## src/rtl/hdlc_pkg.sv

```systemverilog
// rtl/hdlc_pkg.sv - shared states, line patterns and CRC constants for the HDLC transmit framer
package hdlc_pkg;

    typedef enum logic [2:0] {
        ST_IDLE,
        ST_START_FLAG,
        ST_DATA,
        ST_FCS,
        ST_END_FLAG,
        ST_ABORT
    } tx_state_t;

    localparam logic [7:0]  HDLC_FLAG  = 8'h7E;
    localparam logic [7:0]  HDLC_ABORT = 8'hFE;
    localparam logic [2:0]  STUFF_RUN  = 3'd5;
    localparam logic [15:0] CRC_POLY   = 16'h1021;
    localparam logic [15:0] CRC_INIT   = 16'hFFFF;

    // The CRC shifts LSB first, so it needs the bit-reversed polynomial.
    function automatic logic [15:0] reflect16(input logic [15:0] v);
        logic [15:0] r;
        for (int i = 0; i < 16; i++) begin
            r[i] = v[15-i];
        end
        return r;
    endfunction

endpackage

```

## src/rtl/hdlc_tx_crc16.sv

```systemverilog
// rtl/hdlc_tx_crc16.sv - bit-serial reflected CRC-16-CCITT over unstuffed data bits
module hdlc_tx_crc16
    import hdlc_pkg::*;
(
    input  logic        clk,
    input  logic        rst,
    input  logic        clr,
    input  logic        en,
    input  logic        din,
    output logic [15:0] crc
);

    logic [15:0] crc_q, crc_d;
    logic        fb;

    always_comb begin
        crc_d = crc_q;
        fb    = crc_q[0] ^ din;
        if (clr) begin
            crc_d = CRC_INIT;
        end else if (en) begin
            crc_d = {1'b0, crc_q[15:1]} ^ (fb ? reflect16(CRC_POLY) : 16'h0000);
        end
    end

    always_ff @(posedge clk or posedge rst) begin
        if (rst) begin
            crc_q <= CRC_INIT;
        end else begin
            crc_q <= crc_d;
        end
    end

    assign crc = crc_q;

endmodule

```

## src/rtl/hdlc_tx_framer.sv

```systemverilog
// rtl/hdlc_tx_framer.sv - HDLC Tx bit framer: flags, zero insertion, abort, idle; FCS when HDLC_TX_FCS_EN
module hdlc_tx_framer
    import hdlc_pkg::*;
#(
    parameter int NUM_START_FLAGS = 1
) (
    input  logic       Clk,
    input  logic       Rst,
    input  logic       Tx_Start,
    input  logic [7:0] Tx_Byte,
    input  logic       Tx_ByteValid,
    input  logic       Tx_Last,
    output logic       Tx_ByteReady,
    input  logic       Tx_AbortReq,
    output logic       Tx,
    output logic       Tx_Busy,
    output logic       Tx_Done,
    output logic       Tx_AbortedTrans,
    output logic       Tx_Underrun
);

    localparam logic [1:0] LAST_FLAG = 2'(NUM_START_FLAGS - 1);

    // State, counter and shift register describe the bit currently on Tx.
    tx_state_t   state_q, state_d;
    logic [3:0]  cnt_q, cnt_d;
    logic [1:0]  flag_num_q, flag_num_d;
    logic [15:0] shreg_q, shreg_d;
    logic [2:0]  stuff_q, stuff_d;
    logic        last_q, last_d;
    logic        tx_q, tx_d;
    logic        done_q, done_d;
    logic        abrt_q, abrt_d;
    logic        undr_q, undr_d;
    logic        ready, byte_end, go_abort;
    logic [2:0]  nxt_idx;

`ifdef HDLC_TX_FCS_EN
    logic        crc_clr, crc_en, crc_din;
    logic [15:0] crc, fcs;

    hdlc_tx_crc16 u_crc (
        .clk (Clk),
        .rst (Rst),
        .clr (crc_clr),
        .en  (crc_en),
        .din (crc_din),
        .crc (crc)
    );

    assign fcs = ~crc;
`endif

    always_comb begin
        state_d    = state_q;
        cnt_d      = cnt_q;
        flag_num_d = flag_num_q;
        shreg_d    = shreg_q;
        stuff_d    = stuff_q;
        last_d     = last_q;
        tx_d       = tx_q;
        done_d     = 1'b0;
        abrt_d     = 1'b0;
        undr_d     = 1'b0;
`ifdef HDLC_TX_FCS_EN
        crc_clr    = 1'b0;
        crc_en     = 1'b0;
        crc_din    = 1'b0;
`endif
        nxt_idx  = cnt_q[2:0] + 3'd1;
        // A pending stuff bit holds off the end of the byte by one cycle.
        byte_end = (cnt_q == ((state_q == ST_FCS) ? 4'd15 : 4'd7)) && (stuff_q != STUFF_RUN);
        ready    = ((state_q == ST_START_FLAG) && (cnt_q == 4'd7) && (flag_num_q == LAST_FLAG))
                || ((state_q == ST_DATA) && byte_end && !last_q);
        go_abort = ((state_q == ST_START_FLAG) || (state_q == ST_DATA) || (state_q == ST_FCS))
                && (Tx_AbortReq || (ready && !Tx_ByteValid));

        if (go_abort) begin
            state_d = ST_ABORT;
            cnt_d   = 4'd0;
            stuff_d = 3'd0;
            tx_d    = HDLC_ABORT[0];
            undr_d  = ready && !Tx_ByteValid;
        end else if (ready) begin
            state_d = ST_DATA;
            cnt_d   = 4'd0;
            last_d  = Tx_Last;
            tx_d    = Tx_Byte[0];
            shreg_d = {9'd0, Tx_Byte[7:1]};
            if (!Tx_Byte[0]) begin
                stuff_d = 3'd0;
            end else if (state_q == ST_START_FLAG) begin
                stuff_d = 3'd1;
            end else begin
                stuff_d = stuff_q + 3'd1;
            end
`ifdef HDLC_TX_FCS_EN
            crc_en  = 1'b1;
            crc_din = Tx_Byte[0];
`endif
        end else begin
            case (state_q)
                ST_IDLE: begin
                    tx_d = 1'b1;
                    if (Tx_Start) begin
                        state_d    = ST_START_FLAG;
                        cnt_d      = 4'd0;
                        flag_num_d = 2'd0;
                        tx_d       = HDLC_FLAG[0];
`ifdef HDLC_TX_FCS_EN
                        crc_clr    = 1'b1;
`endif
                    end
                end
                ST_START_FLAG: begin
                    if (cnt_q == 4'd7) begin
                        cnt_d      = 4'd0;
                        flag_num_d = flag_num_q + 2'd1;
                        tx_d       = HDLC_FLAG[0];
                    end else begin
                        cnt_d = cnt_q + 4'd1;
                        tx_d  = HDLC_FLAG[nxt_idx];
                    end
                end
                ST_DATA, ST_FCS: begin
                    if (stuff_q == STUFF_RUN) begin
                        tx_d    = 1'b0;
                        stuff_d = 3'd0;
                    end else if (byte_end) begin
`ifdef HDLC_TX_FCS_EN
                        if (state_q == ST_DATA) begin
                            state_d = ST_FCS;
                            cnt_d   = 4'd0;
                            tx_d    = fcs[0];
                            shreg_d = {1'b0, fcs[15:1]};
                            stuff_d = fcs[0] ? stuff_q + 3'd1 : 3'd0;
                        end else begin
                            state_d = ST_END_FLAG;
                            cnt_d   = 4'd0;
                            stuff_d = 3'd0;
                            tx_d    = HDLC_FLAG[0];
                        end
`else
                        state_d = ST_END_FLAG;
                        cnt_d   = 4'd0;
                        stuff_d = 3'd0;
                        tx_d    = HDLC_FLAG[0];
`endif
                    end else begin
                        cnt_d   = cnt_q + 4'd1;
                        tx_d    = shreg_q[0];
                        shreg_d = {1'b0, shreg_q[15:1]};
                        stuff_d = shreg_q[0] ? stuff_q + 3'd1 : 3'd0;
`ifdef HDLC_TX_FCS_EN
                        crc_en  = (state_q == ST_DATA);
                        crc_din = shreg_q[0];
`endif
                    end
                end
                ST_END_FLAG: begin
                    done_d = (cnt_q == 4'd6);
                    if (cnt_q == 4'd7) begin
                        state_d = ST_IDLE;
                        tx_d    = 1'b1;
                    end else begin
                        cnt_d = cnt_q + 4'd1;
                        tx_d  = HDLC_FLAG[nxt_idx];
                    end
                end
                ST_ABORT: begin
                    abrt_d = (cnt_q == 4'd6);
                    if (cnt_q == 4'd7) begin
                        state_d = ST_IDLE;
                        tx_d    = 1'b1;
                    end else begin
                        cnt_d = cnt_q + 4'd1;
                        tx_d  = HDLC_ABORT[nxt_idx];
                    end
                end
                default: begin
                    state_d = ST_IDLE;
                    tx_d    = 1'b1;
                end
            endcase
        end
    end

    always_ff @(posedge Clk or posedge Rst) begin
        if (Rst) begin
            state_q    <= ST_IDLE;
            cnt_q      <= 4'd0;
            flag_num_q <= 2'd0;
            shreg_q    <= 16'd0;
            stuff_q    <= 3'd0;
            last_q     <= 1'b0;
            tx_q       <= 1'b1;
            done_q     <= 1'b0;
            abrt_q     <= 1'b0;
            undr_q     <= 1'b0;
        end else begin
            state_q    <= state_d;
            cnt_q      <= cnt_d;
            flag_num_q <= flag_num_d;
            shreg_q    <= shreg_d;
            stuff_q    <= stuff_d;
            last_q     <= last_d;
            tx_q       <= tx_d;
            done_q     <= done_d;
            abrt_q     <= abrt_d;
            undr_q     <= undr_d;
        end
    end

    assign Tx              = tx_q;
    assign Tx_Busy         = (state_q != ST_IDLE);
    assign Tx_ByteReady    = ready;
    assign Tx_Done         = done_q;
    assign Tx_AbortedTrans = abrt_q;
    assign Tx_Underrun     = undr_q;

endmodule

```

## config.mk

```make
export PLATFORM = sky130hd
export DESIGN_NAME = hdlc_tx_framer
export DESIGN_NICKNAME = d
export VERILOG_FILES = /design/src/rtl/hdlc_pkg.sv /design/src/rtl/hdlc_tx_crc16.sv /design/src/rtl/hdlc_tx_framer.sv
export SDC_FILE = /design/constraint.sdc
export NUM_CORES = 1
export LEC_CHECK = 0
export CAP_MARGIN = 20
export CORE_MARGIN = 8
export CORE_UTILIZATION = 55
export CTS_CLUSTER_DIAMETER = 60
export DETAILED_ROUTE_END_ITERATION = 8
export GPL_TIMING_DRIVEN = 0
export MAX_ROUTING_LAYER = met4
export PLACE_DENSITY = 0.81
export REMOVE_ABC_BUFFERS = 1
export SLEW_MARGIN = 10
export SYNTH_ARGS = -nofsm -noshare
export SYNTH_HDL_FRONTEND = slang
export SYNTH_SLANG_ARGS = --single-unit
```

## constraint.sdc

```tcl
create_clock -name Clk -period 2.4 [get_ports Clk]
set_input_delay 0.48 -clock Clk [delete_from_list [all_inputs] [get_ports Clk]]
set_output_delay 0.48 -clock Clk [all_outputs]
set_load 0.01 [all_outputs]
```

==> out/qor.yml, run 1 <==
status:
  status: "complete, no violations"
yosys:
  async_reset_ff_share_pct: 100
  synth.distinct_cells: 51
  synth.most_common_cell: "dfrtp_1"
  syn_inst: 155
  ys.flop_type: "dfrtp_1"
  synthTopCellsByCount: "dfrtp_1, mux2_2, nand2_1"
  synth_area_leader_cell: "dfrtp_1"
  synthDominantCellAreaShare_pct: 36.4
  ys_seq_area_share_pct: 38.1
  netlist_area_um2: 1580
  avgSynthCellArea_um2: 10.2
  synth_edf_count: 0
  synth-seq-cells: 24
  synth_area_leaders: "dfrtp_1, mux2_2, ha_1, nand2_1, inv_1"
  yosys_warnings: 0
die:
  fp.dieW_um: 69.6
  die_y_um: 69.6
  std_cell_rows: 19
  dieArea_um2: 4850
  initial_core_util_pct: 57.8
  pin_count: 20
  coreArea_um2: 2730
cells_and_area:
  nFillCells: 211
  finalNetCount: 203
  final_cells: 213
  syn2layout_area_growth_pct: 21.3
  drive_gt1_share_pct: 27.5
  num_antenna_cells: 0
routing:
  ant_nets: 0
  dr.first_iter.drc_count: 90
  wl_met2_mm: 1.81
  met3_length_um: 169
  vias: 1316
  drcViolationCount: 0
  drt-met1-wl_mm: 1.59
  routed_via_density: 6.18
  first_pass_iters: 5
  wirelength_mm: 3.66
  highest_layer: "met4"
  wl_per_cell_um: 17.2
global_routing:
  grt_pass1_wl_mm: 6.18
  overflow: 0
  grt_start_max_net_pins: 25
  antenna_found_initial: 0
  grt_pass1_vias: 1331
  grt_usage_pct: 15.3
timing:
  finClkSkew_ns: 0.00567
  final-setup-viol-count: 0
  hold_viol: 0
  fmax_ghz: 0.435
  period_minus_slack_ns: 2.30
  maxSlewViolCount: 0
  worst_slew_pin_slew_ns: 0.914
  max-slew-margin-rel_pct: 39.0
  whs_ns: 0.525
  fin_crit_sh_pct: 95.7
cts:
  cts_buffers: 3
  clk_pin_slew_ns: 0.13
  cts_tree: "yes"
  clock_path_buffers: 2
  insertion_delay_ns: 0.32
  ctsHtreeMaxLevel: 1
  root_buffer: "clkbuf_4"
  cts.sinks: 24
setup_path:
  cp_max_fo: 5
  crit_chain: "inv_1 -> ha_1 -> and4bb_2 -> nand2_1 -> nand2_4 -> dlygate4sd2_1"
  endpoint_kind: "output pin"
  start_kind: "register"
  critical_path.max_stage_delay_ns: 0.39
  worst_path_max_delay_cell: "dfrtp_1"
  crit_type: "register to output pin"
  crit_arrival_ns: 1.82
  required_ns: 1.92
power:
  power-per-cell-area_nw_per_um2: 851
  p_leak_nw: 0.877
  peakVddDrop_uv: 743
place:
  placed_cells: 199
  gp_congestion: 0.909
  io_buffers: 19
  dp_hpwl_mm: 2.49
job:
  drv_cap: 0
min_path:
  min_path_type: "register to register"
==> worst max-delay path: cells and delay by family (launching register included) <==
kind	cells	cell delay, ns
AND/OR/NAND/NOR	3	0.60
flip-flops	1	0.39
adder cells (fa/ha/maj)	1	0.14
buffers and inverters	2	0.39
==> stage by stage <==
step	total power, mW	utilization, %	area, um2	setup WS, ns	TNS [ns]
after floorplan	1.14	-	1540	0.399	0
after detailed placement	1.33	64.8	1770	-0.198	-0.198
after global placement	1.30	64.8	1770	-0.146	-0.146
after global routing	1.75	70.2	1920	-0.00533	-0.00533
after CTS	1.62	69.6	1900	0.0658	0
final	1.63	70.2	1920	0.103	0
==> logic make-up (layout without fill, tap and decap cells) <==
family / count (synthesis) / after routing / synth area share [%]
AOI/OAI and AO/OA: 36 / 36 / 19.6
xor gates and xnor gates: 3 / 3 / 1.66
and+or+nand+nor: 53 / 53 / 19.1
muxes: 17 / 17 / 11.9
buffers and inverters: 16 / 43 / 4.83
DFF: 24 / 24 / 38.1
adders and majority gates: 6 / 6 / 4.75
==> placed cells by master (no fill, tap or decap), drive strengths merged, types with 7 or more instances in the layout <==
cell type / n
nor3: 7
clkdlybuf4s50: 18
dfrtp: 23
nand2: 16
inv: 10
o21ai: 7
buf: 10
mux2: 15
==> where the power goes <==
part	switching, mW	internal [mW]
combinational	0.403	0.398
clock	0.123	0.0928
sequential	0.103	0.512
==> state kept, by name, indices dropped and copies added (netlist names) <==
register / count
shreg_q: 7
cnt_q: 4
state_q: 3
stuff_q: 3
flag_num_q: 2
Tx: 1
Tx_AbortedTrans: 1
Tx_Done: 1
Tx_Underrun: 1
last_q: 1
==> metal layers <==
| layer | vias up | global-route usage, % |
|---|---|---|
| met1 | 636 | 17.4 |
| met3 | 14 | 2.58 |
| met4 | 0 | 4.02 |
| li1 | 621 | - |
| met2 | 45 | 26.9 |
| met5 | - | - |
==> path summary, 6_finish.rpt <==
kind	from	end	slack [ns]	depth (start not counted)
max	flag_num_q[0]	Tx_ByteReady	0.10	6
min	shreg_q[3]	shreg_q[3]	0.53	1
max reg2reg	state_q[2]	shreg_q[1]	0.20	6
min reg2reg	shreg_q[3]	shreg_q[3]	0.53	1
max in group asynchronous	Rst	state_q[0]	1.09	2
min in group asynchronous	Rst	cnt_q[3]	0.64	2
==> cell type report <==
type                    instances  area, um2  area share, %
flip-flops and latches         24        608           31.7
well taps                      31       38.8           2.02
repair buffers                 29        262           13.6
clock buffers                   4       36.3           1.89
inverters                      10       37.5           1.96
multi-input cells             115        936           48.8
==> repair_timing <==
item / in CTS / in global routing
resized for setup: 13 / 0
setup endpoints to repair: 1 / 1
pin swaps: 0 / 1
hold buffers: 0 / 0
buffers inserted: 8 / 2
Note: power is estimated with default switching activity, not from simulation.
==> run 2: changes to the inputs <==
CAP_MARGIN = default   (was 20)
SLEW_MARGIN = 20   (was 10)
==> results of run 2 <==
No change in the layout: final DEF, timing and power equal those of run 1.
